### src/rtl/hci_mem_rr_arbiter.sv
// Round-robin arbiter sharing one hci_mem target between N_INIT initiators.
// Grant is combinational; the selection is held while the target stalls, and read responses return after RLAT cycles.
module hci_mem_rr_arbiter #(
  parameter int unsigned N_INIT = 4,
  parameter int unsigned AW     = 32,
  parameter int unsigned DW     = 32,
  parameter int unsigned UW     = 1,
  parameter int unsigned RLAT   = 1,
  parameter int unsigned IW     = (N_INIT > 1) ? $clog2(N_INIT) : 1
) (
  input  logic                     clk_i,
  input  logic                     rst_ni,
  input  logic                     clear_i,
  input  logic [N_INIT-1:0]        in_req_i,
  output logic [N_INIT-1:0]        in_gnt_o,
  input  logic [N_INIT*AW-1:0]     in_add_i,
  input  logic [N_INIT-1:0]        in_wen_i,
  input  logic [N_INIT*DW-1:0]     in_data_i,
  input  logic [N_INIT*DW/8-1:0]   in_be_i,
  input  logic [N_INIT*UW-1:0]     in_user_i,
  output logic [N_INIT-1:0]        in_r_valid_o,
  output logic [DW-1:0]            in_r_data_o,
  output logic [UW-1:0]            in_r_user_o,
  output logic                     out_req_o,
  input  logic                     out_gnt_i,
  output logic [AW-1:0]            out_add_o,
  output logic                     out_wen_o,
  output logic [DW-1:0]            out_data_o,
  output logic [DW/8-1:0]          out_be_o,
  output logic [IW-1:0]            out_id_o,
  output logic [UW-1:0]            out_user_o,
  input  logic [DW-1:0]            out_r_data_i,
  input  logic [UW-1:0]            out_r_user_i
);

  localparam int unsigned   BW    = DW / 8;
  localparam int unsigned   IW1   = IW + 1;
  localparam logic [IW:0]   N_EXT = IW1'(N_INIT);
  localparam logic [IW-1:0] LAST  = IW'(N_INIT - 1);

  typedef enum logic {UNLOCKED, LOCKED} state_e;

  state_e        state_q, state_d;
  logic [IW-1:0] ptr_q, ptr_d;
  logic [IW-1:0] lock_idx_q, lock_idx_d;
  logic [IW-1:0] scan_idx, winner, winner_inc;
  logic [IW:0]   scan_pos;
  logic          scan_found;
  logic          hs;

  logic [RLAT-1:0] pipe_vld_q;
  logic [IW-1:0]   pipe_idx_q [RLAT];

  // Scan ptr, ptr+1, ... with wrap; first requester wins.
  always_comb begin
    scan_idx   = ptr_q;
    scan_pos   = '0;
    scan_found = 1'b0;
    for (int k = 0; k < N_INIT; k++) begin
      scan_pos = {1'b0, ptr_q} + IW1'(k);
      if (scan_pos >= N_EXT) scan_pos = scan_pos - N_EXT;
      if (!scan_found && in_req_i[scan_pos[IW-1:0]]) begin
        scan_idx   = scan_pos[IW-1:0];
        scan_found = 1'b1;
      end
    end
  end

  assign winner     = (state_q == LOCKED) ? lock_idx_q : scan_idx;
  assign winner_inc = (winner == LAST) ? '0 : winner + 1'b1;
  assign out_req_o  = (state_q == LOCKED) ? in_req_i[lock_idx_q] : |in_req_i;
  assign hs         = out_req_o & out_gnt_i;
  assign out_id_o   = winner;

  always_comb begin
    out_add_o  = '0;
    out_wen_o  = 1'b0;
    out_data_o = '0;
    out_be_o   = '0;
    out_user_o = '0;
    in_gnt_o   = '0;
    for (int i = 0; i < N_INIT; i++) begin
      if (winner == IW'(i)) begin
        out_add_o   = in_add_i[i*AW +: AW];
        out_wen_o   = in_wen_i[i];
        out_data_o  = in_data_i[i*DW +: DW];
        out_be_o    = in_be_i[i*BW +: BW];
        out_user_o  = in_user_i[i*UW +: UW];
        in_gnt_o[i] = hs;
      end
    end
  end

  always_comb begin
    state_d    = state_q;
    ptr_d      = ptr_q;
    lock_idx_d = lock_idx_q;
    case (state_q)
      UNLOCKED: begin
        if (hs) begin
          ptr_d = winner_inc;
        end else if (out_req_o) begin
          state_d    = LOCKED;
          lock_idx_d = winner;
        end
      end
      LOCKED: begin
        if (hs) begin
          state_d = UNLOCKED;
          ptr_d   = winner_inc;
        end else if (!out_req_o) begin
          // Initiator withdrew without a grant: release, keep fairness pointer.
          state_d = UNLOCKED;
        end
      end
      default: state_d = UNLOCKED;
    endcase
  end

  always_ff @(posedge clk_i or negedge rst_ni) begin
    if (!rst_ni) begin
      state_q    <= UNLOCKED;
      ptr_q      <= '0;
      lock_idx_q <= '0;
    end else if (clear_i) begin
      state_q    <= UNLOCKED;
      ptr_q      <= '0;
      lock_idx_q <= '0;
    end else begin
      state_q    <= state_d;
      ptr_q      <= ptr_d;
      lock_idx_q <= lock_idx_d;
    end
  end

  always_ff @(posedge clk_i or negedge rst_ni) begin
    if (!rst_ni) begin
      pipe_vld_q <= '0;
      for (int k = 0; k < RLAT; k++) pipe_idx_q[k] <= '0;
    end else if (clear_i) begin
      pipe_vld_q <= '0;
      for (int k = 0; k < RLAT; k++) pipe_idx_q[k] <= '0;
    end else begin
      for (int k = RLAT - 1; k > 0; k--) begin
        pipe_vld_q[k] <= pipe_vld_q[k-1];
        pipe_idx_q[k] <= pipe_idx_q[k-1];
      end
      pipe_vld_q[0] <= hs & out_wen_o;
      pipe_idx_q[0] <= winner;
    end
  end

  always_comb begin
    in_r_valid_o = '0;
    if (pipe_vld_q[RLAT-1]) in_r_valid_o[pipe_idx_q[RLAT-1]] = 1'b1;
  end

  assign in_r_data_o = out_r_data_i;
  assign in_r_user_o = out_r_user_i;

endmodule

### config.mk
export PLATFORM = sky130hd
export DESIGN_NAME = hci_mem_rr_arbiter
export DESIGN_NICKNAME = d
export VERILOG_FILES = /design/src/rtl/hci_mem_rr_arbiter.sv
export SDC_FILE = /design/constraint.sdc
export NUM_CORES = 1
export LEC_CHECK = 0
export BUFFER_PORTS_ARGS = -buffer_cell sky130_fd_sc_hd__buf_2
export CAP_MARGIN = 20
export CORE_AREA = 2 2 169 171
export CTS_CLUSTER_SIZE = 24
export DETAILED_ROUTE_END_ITERATION = 10
export DIE_AREA = 0 0 171 173
export PLACE_DENSITY_LB_ADDON = 0.15
export SETUP_SLACK_MARGIN = 0.3
export SYNTH_ARGS = -nofsm -noshare
export SYNTH_HDL_FRONTEND = slang
export SYNTH_SLANG_ARGS = --single-unit
export TNS_END_PERCENT = 20
### constraint.sdc
create_clock -name clk_i -period 2.76 [get_ports clk_i]
set_clock_uncertainty 0.15 [all_clocks]
set_input_delay 0.138 -clock clk_i [delete_from_list [all_inputs] [get_ports clk_i]]
set_output_delay 0.138 -clock clk_i [all_outputs]
set_load 0.02 [all_outputs]
==> impl_metrics.json <==
{
  "status": "finished, violations left",
  "violations": "negative hold slack, negative setup slack",
  "clock-sinks": 8,
  "ant_nets": 0,
  "critPathMaxStageDelay_ns": 0.43,
  "cts_max_path_buffers": 2,
  "setup_viol": 58,
  "grt_max_degree": 55,
  "hp-class": "primary input to flop",
  "num_rows": 61,
  "synth_top_cell_area_share_pct": 21.41,
  "reg2reg_setup_slack_ns": 0.31,
  "first_global_vias": 5090,
  "timing.hold.ws_ns": -0.0005080,
  "synth_simple_gate_area_share_pct": 37.04,
  "critPathRequiredTime_ns": 2.47,
  "core_area_sq_um": 27630,
  "synth-xor-area-share_pct": 0,
  "io_buffers": 368,
  "slew_violations": 0,
  "holdPathEnd": "state_q$_DFF_PN0_",
  "die_w_microns": 171,
  "fin_tns_setup_ns": -1.906,
  "rsz0062_at_grt": "true",
  "finalNonFillerCells": 1282,
  "worst_r2r_endpoint": "pipe_vld_q$_DFF_PN0_",
  "wl_mm": 20.53,
  "track_usage_pct": 12.30,
  "synth_ff_type": "dfrtp_1",
  "fin_nets": 1230,
  "yosysMostFrequentCell": "nand2_1",
  "ios": 435,
  "synthTopCellsByCount": "nand2_1 (139), a21oi_1 (138), nand3b_1 (65)",
  "r2r_start": "ptr_q[1]$_DFFE_PN0P_",
  "drv_cap": 0,
  "fp.dieH_microns": 173,
  "async_flop_share_pct": 100.0,
  "clkSlewWorstSetupHoldPaths_ns": 0.04,
  "pwr_density_cell_nw_per_um2": 495.5,
  "drc": 0,
  "critPathKind": "flop to output pin",
  "fin_crit_sh_pct": 103.7,
  "crit_chain": "nor3b_2 > o22a_1 > o22ai_4 > a21o_1 > ha_4 > buf_12 > buf_12 > buf_4 > nand3b_1 > a21oi_2 > a21oi_2 > o21ai_2 > buf_6",
  "synth-edff-count": 0,
  "ys_top_cells_by_area": "a21oi_1 (21%), nand2_1 (16%), nand3b_1 (15%)",
  "whs_path_depth": 2,
  "grt_antenna_before_repair": 1,
  "syn2layout_area_growth_pct": 108.7,
  "worstSetupEndpointType": "output pin",
  "finalHoldViolations": 1,
  "tightestPinTransition_ns": 0.4368,
  "synthCells": 566,
  "peakVddDrop_mv": 0.1923,
  "yosysWarningCount": 0,
  "initial_core_util_pct": 11.67,
  "post_dp_cell_area_sq_um": 5739,
  "ys_seq_area_share_pct": 6.206,
  "syn_nets": 891,
  "avgRoutedWirePerCell_microns": 16.01,
  "leakagePower_nw": 2.981,
  "routabilityCongestion": 0.7937,
  "post-route-min-period_ns": 2.862,
  "clk-insertion-delay-late_ns": 0.24,
  "crit_fanout": 6,
  "numCtsBuffers": 3,
  "drt_iter0_drc": 165,
  "setup_ws_ns": -0.1016,
  "final_area_sq_um": 6733,
  "dp_cells": 1250,
  "place_ws_ns": -0.003876,
  "fp.dieArea_sq_um": 29580,
  "grt_overflow_total": 0,
  "finalPower_mw": 3.336,
  "reg2reg_depth": 12,
  "syn_area_sq_um": 3226,
  "relSlewSlack_pct": 70.66,
  "dp_hpwl_mm": 15.63,
  "grt_pass1_wl_mm": 28.40,
  "firstDrtPassIters": 4,
  "cp-start-kind": "flop",
  "vias": 5249,
  "synthAdderAreaFrac_pct": 1.552,
  "ctsRootBufferMaster": "clkbuf_16",
  "clock.fmax_ghz": 0.3495,
  "avgSynthCellArea_sq_um": 5.699,
  "yosysTopAreaCell": "a21oi_1",
  "hold_start": "out_gnt_i",
  "synth_top_family_by_area": "compound AO/OA/AOI/OAI gates",
  "cp-startpoint": "ptr_q[1]$_DFFE_PN0P_",
  "synth_compound_area_share_pct": 38.56,
  "synth_seq_cells": 8,
  "layout-drive-gt1-share_pct": 59.80,
  "htreeDepth": 1,
  "fillers": 3162,
  "synthMuxAreaShare_pct": 0.3103,
  "via_per_inst": 4.094,
  "arrival_ns": 2.57,
  "cts_tree": "built",
  "critPathSlowestCell": "dfrtp_2",
  "yosysUniqueCellTypes": 42
}
per-stage QoR:
step / hold WS [ns] / util (%)
after floorplan: -0.3076 / -
after global placement: -0.1476 / 20.77
after detailed placement: -0.1483 / 20.77
after CTS: 0.005012 / 23.38
after global routing: 0.02213 / 24.36
final: -0.0005080 / 24.37
report_power, final:
group | switching, mW | internal (mW) | total [mW]
Clock | 0.0617 | 0.187 | 0.249
Combinational | 1.54 | 1.41 | 2.95
Sequential | 0.0124 | 0.129 | 0.142
layer usage:
metal	routed length, microns	up-vias	global-route usage (%)
met5	0	-	0
met4	225	0	1.907
met3	1743	12	2.403
met2	10810	258	24.19
met1	7745	2334	13.57
li1	-	2645	-
kinds of logic (layout without fill, tap and decap cells):
family	count (synthesis)	in the layout
simple gates	231	231
compound gates	229	229
buf+inv	93	430
flops	8	8
fa+ha+maj	4	4
mux	1	1
other cells	0	1
timing repair:
item	4_1_cts	5_1_grt
buffers inserted	15	3
pin swaps	24	11
endpoints found under the setup margin	74	75
hold endpoints to repair	10	0
hold buffers	2	0
gates resized for setup	114	41
cloned	4	4
area by class of cell:
type / count / area (sq um) / share of cell area, %
multi-input cells: 465 / 2985 / 44.34
repair buffers: 422 / 2977 / 44.21
well taps: 378 / 473.0 / 7.025
flip-flops and latches: 8 / 201.4 / 2.992
clock buffers: 3 / 75.07 / 1.115
inverters: 5 / 18.77 / 0.2788
diodes: 1 / 2.502 / 0.03717
flip-flops by register name, summed over array words and instances (netlist names):
register    count
lock_idx_q      2
pipe_idx_q      2
ptr_q           2
pipe_vld_q      1
state_q         1
layout by cell type (no fill, tap or decap), types with 4 or more instances in the layout:
cell       instances
nor2b_1            6
buf_4             54
nand3b_1          65
ha_4               4
and2_1             4
buf_6             33
inv_1              4
buf_12            20
buf_2            302
dfrtp_1            7
a21oi_2           35
o31ai_2            4
clkbuf_16          7
nand2_1          135
buf_16             5
a21oi_1          102
o21ai_2           55
o21ai_1           10
how the worst max path moves through the flow:
stage / end / slack, ns
after floorplan: out_data_o[4] / 0.27
after global placement: out_data_o[24] / 0.06
after detailed placement: out_data_o[24] / -0.004
after CTS: out_add_o[21] / -0.11
after global routing: out_add_o[21] / -0.22
final: out_data_o[29] / -0.10
critical path: cells and delay by family, from the launching register on:
| kind | cells | cell delay (ns) |
|---|---|---|
| AND/OR/NAND/NOR | 2 | 0.25 |
| AO/OA/AOI/OAI | 6 | 0.95 |
| adder cells (fa/ha/maj) | 1 | 0.20 |
| flip-flops | 1 | 0.43 |
| buffers and inverters | 4 | 0.50 |
Power figures use the tool's default switching activity.
